--- src/rtl/pipe_pkg.sv ---
// Shared definitions for the inter-stage pipeline register.
// State encoding doubles as the occupancy count.
package pipe_pkg;

  typedef enum logic [1:0] {
    ST_EMPTY = 2'd0,
    ST_ONE   = 2'd1,
    ST_TWO   = 2'd2
  } state_t;

  localparam logic [31:0] NOP_BUBBLE = 32'h0000_0000;

endpackage

--- src/rtl/pipe_stage_reg.sv ---
// Valid/ready pipeline register with optional skid entry,
// flush-to-bubble and a saturating back-pressure counter.
module pipe_stage_reg
  import pipe_pkg::*;
#(
  parameter int unsigned BUS_DATA = 32,
  parameter int          SKID     = 1,
  parameter logic [BUS_DATA-1:0] BUBBLE_VALUE =
    BUS_DATA'(NOP_BUBBLE),
  parameter int unsigned CNT_W    = 16
) (
  input  logic                clk,
  input  logic                rst,
  input  logic                i_valid,
  output logic                o_ready,
  input  logic [BUS_DATA-1:0] i_data,
  input  logic                i_flush,
  output logic                o_valid,
  input  logic                i_ready,
  output logic [BUS_DATA-1:0] o_data,
  output logic [1:0]          o_occupancy,
  output logic [CNT_W-1:0]    o_stall_cnt
);

  state_t              state, state_n;
  logic [BUS_DATA-1:0] main_q, main_n;
  logic [BUS_DATA-1:0] skid_q, skid_n;
  logic [CNT_W-1:0]    cnt_q;
  logic                in_fire, out_fire;

  assign o_valid     = (state != ST_EMPTY);
  assign o_data      = main_q;
  assign o_occupancy = state;
  assign o_stall_cnt = cnt_q;
  assign in_fire     = i_valid & o_ready;
  assign out_fire    = o_valid & i_ready;

  generate
    if (SKID != 0) begin : g_skid
      logic ready_q;
      always_ff @(posedge clk or negedge rst) begin
        if (!rst) ready_q <= 1'b1;
        else      ready_q <= (state_n != ST_TWO);
      end
      assign o_ready = ready_q;
    end else begin : g_noskid
      // Combinational path: a draining consumer frees the slot now
      assign o_ready = ~o_valid | i_ready;
    end
  endgenerate

  always_comb begin
    state_n = state;
    main_n  = main_q;
    skid_n  = skid_q;
    if (i_flush) begin
      state_n = ST_EMPTY;
      main_n  = BUBBLE_VALUE;
      skid_n  = BUBBLE_VALUE;
    end else begin
      unique case (state)
        ST_EMPTY: begin
          if (in_fire) begin
            state_n = ST_ONE;
            main_n  = i_data;
          end
        end
        ST_ONE: begin
          if (in_fire && out_fire) begin
            main_n = i_data;
          end else if (in_fire) begin
            state_n = ST_TWO;
            skid_n  = i_data;
          end else if (out_fire) begin
            state_n = ST_EMPTY;
          end
        end
        ST_TWO: begin
          if (out_fire) begin
            state_n = ST_ONE;
            main_n  = skid_q;
          end
        end
        default: state_n = ST_EMPTY;
      endcase
    end
  end

  always_ff @(posedge clk or negedge rst) begin
    if (!rst) begin
      state  <= ST_EMPTY;
      main_q <= BUBBLE_VALUE;
      skid_q <= BUBBLE_VALUE;
    end else begin
      state  <= state_n;
      main_q <= main_n;
      skid_q <= skid_n;
    end
  end

  always_ff @(posedge clk or negedge rst) begin
    if (!rst) begin
      cnt_q <= '0;
    end else if (o_valid && !i_ready && !(&cnt_q)) begin
      cnt_q <= cnt_q + 1'b1;
    end
  end

endmodule
--- config.mk ---
export PLATFORM = sky130hd
export DESIGN_NAME = pipe_stage_reg
export DESIGN_NICKNAME = d
export VERILOG_FILES = /design/src/rtl/pipe_pkg.sv /design/src/rtl/pipe_stage_reg.sv
export SDC_FILE = /design/constraint.sdc
export NUM_CORES = 1
export LEC_CHECK = 0
export CAP_MARGIN = 40
export CELL_PAD_IN_SITES_DETAIL_PLACEMENT = 0
export CELL_PAD_IN_SITES_GLOBAL_PLACEMENT = 2
export CORE_MARGIN = 8
export CORE_UTILIZATION = 29
export CTS_BUF_LIST = sky130_fd_sc_hd__clkbuf_4
export DETAILED_ROUTE_END_ITERATION = 16
export PLACE_DENSITY_LB_ADDON = 0.1
export SYNTH_ARGS = -nofsm -noshare
export SYNTH_HDL_FRONTEND = slang
export SYNTH_SLANG_ARGS = --single-unit
--- constraint.sdc ---
create_clock -name clk -period 1.6 [get_ports clk]
set_input_delay 0.4 -clock clk [delete_from_list [all_inputs] [get_ports clk]]
set_output_delay 0.4 -clock clk [all_outputs]
set_load 0.01 [all_outputs]
==> impl_metrics.csv <==
group,metric,value,unit
setup_path,timing.critical_path.cells,"buf_6, nand2_4, or4b_4, buf_12, nand2_1, a21oi_2",
cts,cts_tree,"yes",
setup_path,worst_r2r_endpoint,"skid_q[26]$_DFFE_PN0P_",
logic_synthesis,synthesis.area,4010,um^2
cts,path_clk_slew,140,ps
setup_path,critPathLaunch,"o_ready$_DFF_PN1_",
setup_path,r2r_setup_slack,-150,ps
place,portBuffers,88,
logic_synthesis,synth_area_leaders,"dfrtp_1, nand2_1, a311oi_2, a21oi_1, nor2_1",
die,floorplan.initialDensity,0.292,
die,dieArea,17800,um^2
timing,period_minus_slack,1750,ps
timing,fin_crit_sh,1.09,
logic_synthesis,synthCells,414,
logic_synthesis,synth-seq-cells,83,
timing,worst_pin_slew,347,ps
logic_synthesis,synth-seq-area-share,0.518,
setup_path,critical_path.max_stage_delay,570,ps
place,place_congestion,0.753,
logic_synthesis,yosys.cell_types.count,41,
setup_path,worstSetupPathType,"register to register",
logic_synthesis,synth-adder-area-share,0.00312,
setup_path,reg2reg_from,"o_ready$_DFF_PN1_",
cts,clk_path_buf_depth,2,
setup_path,critical_path_cell_count,6,
detailed_routing,wirelength_per_cell,17.1,um
cts,clock-sinks,83,
die,placement_rows,43,
layout,commonest_non_fill_non_tap_cell_in_the_layout,"nand2_1",
detailed_routing,drt_pass1_iterations,4,
global_routing,grt_first_pass_wirelength,20600,um
layout,areaGrowthSynthToFinish,66.9,%
timing,grt_setup_unrepaired,"yes",
timing,timing.max_slew.rel_slack,0.769,
cts,worst_skew_pair.late_latency,470,ps
setup_path,critPathRequiredTime,1940,ps
logic_synthesis,synth_simple_gate_area_frac,0.227,
layout,layout-drive-gt1-share,0.457,
power,power_leakage,0.00297,uW
logic_synthesis,synth_edf_count,0,
logic_synthesis,async_flop_share,1.00,
logic_synthesis,syn_nets,452,
outcome,result_of_the_run,"finished with violations",
power,power.density,775,nW/um^2
detailed_routing,count_of_routing_violations_after_the_opening_detailed_route_iteration,282,
logic_synthesis,synthDominantAreaCellType,"dfrtp_1",
logic_synthesis,synth_top_area_share,0.512,
logic_synthesis,post_synth_mux_area_share,0.00655,
global_routing,gr-usage-all-layers,0.144,
die,die_span_in_x,134,um
layout,fill_cells,1297,
place,place_worst_setup_slack,-500,ps
setup_path,cp_top_family,"simple AND/OR/NAND/NOR gates",
logic_synthesis,synth.avg_cell_area,9.69,um^2
logic_synthesis,main_combinational_cell_family_by_area_after_synthesis,"simple AND/OR/NAND/NOR gates",
timing,setup_tns_final,-6560,ps
place,dpl.hpwl,7670,um
logic_synthesis,yosys_warnings,0,
setup_path,worst-r2r-cell-count,6,
layout,final_util,0.488,
detailed_routing,detailroute.via_count,3716,
detailed_routing,totalWireLength,13300,um
global_routing,first_global_vias,3879,
timing,final_hold_violations,0,
cts,ctsRootBufferMaster,"clkbuf_4",
logic_synthesis,synth-compound-area-share,0.173,
setup_path,critical_path.max_fanout,21,
outcome,violated_checks,"negative setup slack",
die,die_y_extent,134,um
timing,report.final.setup_viol,72,
cts,cts_buffers,9,
layout,final_cell_mix,"nand2_1, dfrtp_1, buf_4",
detailed_routing,avgViaCountPerCell,4.76,
detailed_routing,drcViolationCount,0,
logic_synthesis,synthFlopType,"dfrtp_1",
setup_path,critPathBufInv,2,
global_routing,grt_max_degree,49,
job,drv.max_cap_violation_count,0,
min_path,timing.hold.worst.class,"input port to asynchronous set/reset pin",
global_routing,antenna_found_initial,2,
timing,post-route-worst-setup-slack,-146,ps
cts,cts.htree.levels,3,
setup_path,critPathCaptureType,"register",
timing,maxClockFrequency,0.573,GHz
die,core_area,13700,um^2
setup_path,setup.worst_path.end,"skid_q[26]$_DFFE_PN0P_",
die,pin_count,89,
timing,final-max-slew-violation-count,0,
timing,clock-skew-final,15.6,ps
setup_path,type_of_origin_of_the_critical_path,"register",
layout,final_nets,633,
power,power.ir.vdd_worst,0.000325,V
detailed_routing,number_of_nets_with_antenna_violations_after_detailed_routing,0,
global_routing,overflow,0,
logic_synthesis,synthXorXnorAreaFrac,0.0306,
setup_path,timing.critical_path.slowest_stage_cell,"or4b_4",
setup_path,timing.critical_path.arrival,2090,ps
## per-stage QoR
step / power, uW / instance area (um^2) / hold WS (ps) / instances
after floorplan: 3050 / 4120 / 104 / 414
after global placement: 3770 / 5500 / 339 / 698
after detailed placement: 3790 / 5500 / 334 / 698
after CTS: 5100 / 6130 / 385 / 754
after global routing: 5490 / 6690 / 396 / 781
final: 5190 / 6690 / 382 / 781
## repair_timing
action | 4_1_cts | 5_1_grt
setup endpoints to repair | 118 | 107
pin swaps | 10 | 39
hold buffers | 1 | 0
gates cloned | 5 | 7
gates resized for setup | 161 | 82
buffers inserted | 34 | 22
endpoints found under the hold margin | 21 | 0
## final cells by class
class / instances / area (um^2) / area share
Antenna cell: 1 / 2.50 / 0.000374
Clock buffer: 11 / 82.6 / 0.0123
Clock inverter: 5 / 22.5 / 0.00336
Inverter: 1 / 3.75 / 0.000561
Multi-Input combinational cell: 298 / 2200 / 0.328
Sequential cell: 83 / 2080 / 0.311
Tap cell: 180 / 225 / 0.0336
Timing Repair Buffer: 202 / 2080 / 0.310
## power by group
| group | total (uW) | switching, uW | internal (uW) |
|---|---|---|---|
| registers | 2390 | 119 | 2270 |
| logic | 1690 | 778 | 915 |
| clock network | 1100 | 766 | 338 |
## cells in the mapped netlist, types with 2 or more instances
library cell,instances
nor3b_1,3
dfrtp_1,82
nand3b_1,2
buf_2,8
clkbuf_1,18
nor2_1,35
a311oi_2,28
nor3_1,5
xor2_1,12
buf_6,3
nand3_1,3
xnor2_1,2
nand2b_1,2
buf_4,3
a311oi_1,4
and3_1,3
nor4_1,4
nand2_1,136
and2_1,2
a21oi_1,33
nand4_1,6
## sequential cells by signal, indices dropped and copies added (netlist names)
signal / flops
o_data: 32
skid_q: 32
o_occupancy: 2
o_ready: 1
o_stall_cnt: 16
## routing by layer
layer  global-route usage  routed length (um)  part of all wire
met1                0.184                6180              0.46
met2                0.227                6240              0.47
met3               0.0358                 683             0.051
met4               0.0580                 222             0.017
met5                    0                  13           0.00097
## how the worst min path moves through the flow
| stage | from | cells past startpoint | slack, ps | to |
|---|---|---|---|---|
| 6_report | rst | 2 | 380 | skid_q[21]$_DFFE_PN0P_ |
| 3_5_place_dp | rst | 1 | 330 | o_data[26]$_DFFE_PN0P_ |
| 5_1_grt | rst | 2 | 400 | skid_q[21]$_DFFE_PN0P_ |
| 3_3_place_gp | rst | 1 | 340 | o_data[26]$_DFFE_PN0P_ |
| 2_1_floorplan | rst | 0 | 100 | o_data[0]$_DFFE_PN0P_ |
| 4_1_cts | rst | 2 | 380 | skid_q[21]$_DFFE_PN0P_ |
## cells by family (layout without fill, tap and decap cells)
group | Yosys count | in the layout
and+or+nand+nor | 209 | 209
buffers and inverters | 33 | 219
AOI/OAI and AO/OA | 72 | 72
xor gates and xnor gates | 14 | 14
DFF | 83 | 83
other | 0 | 1
muxes | 2 | 2
adders and majority gates | 1 | 1
(Power assumes the default switching activity.)
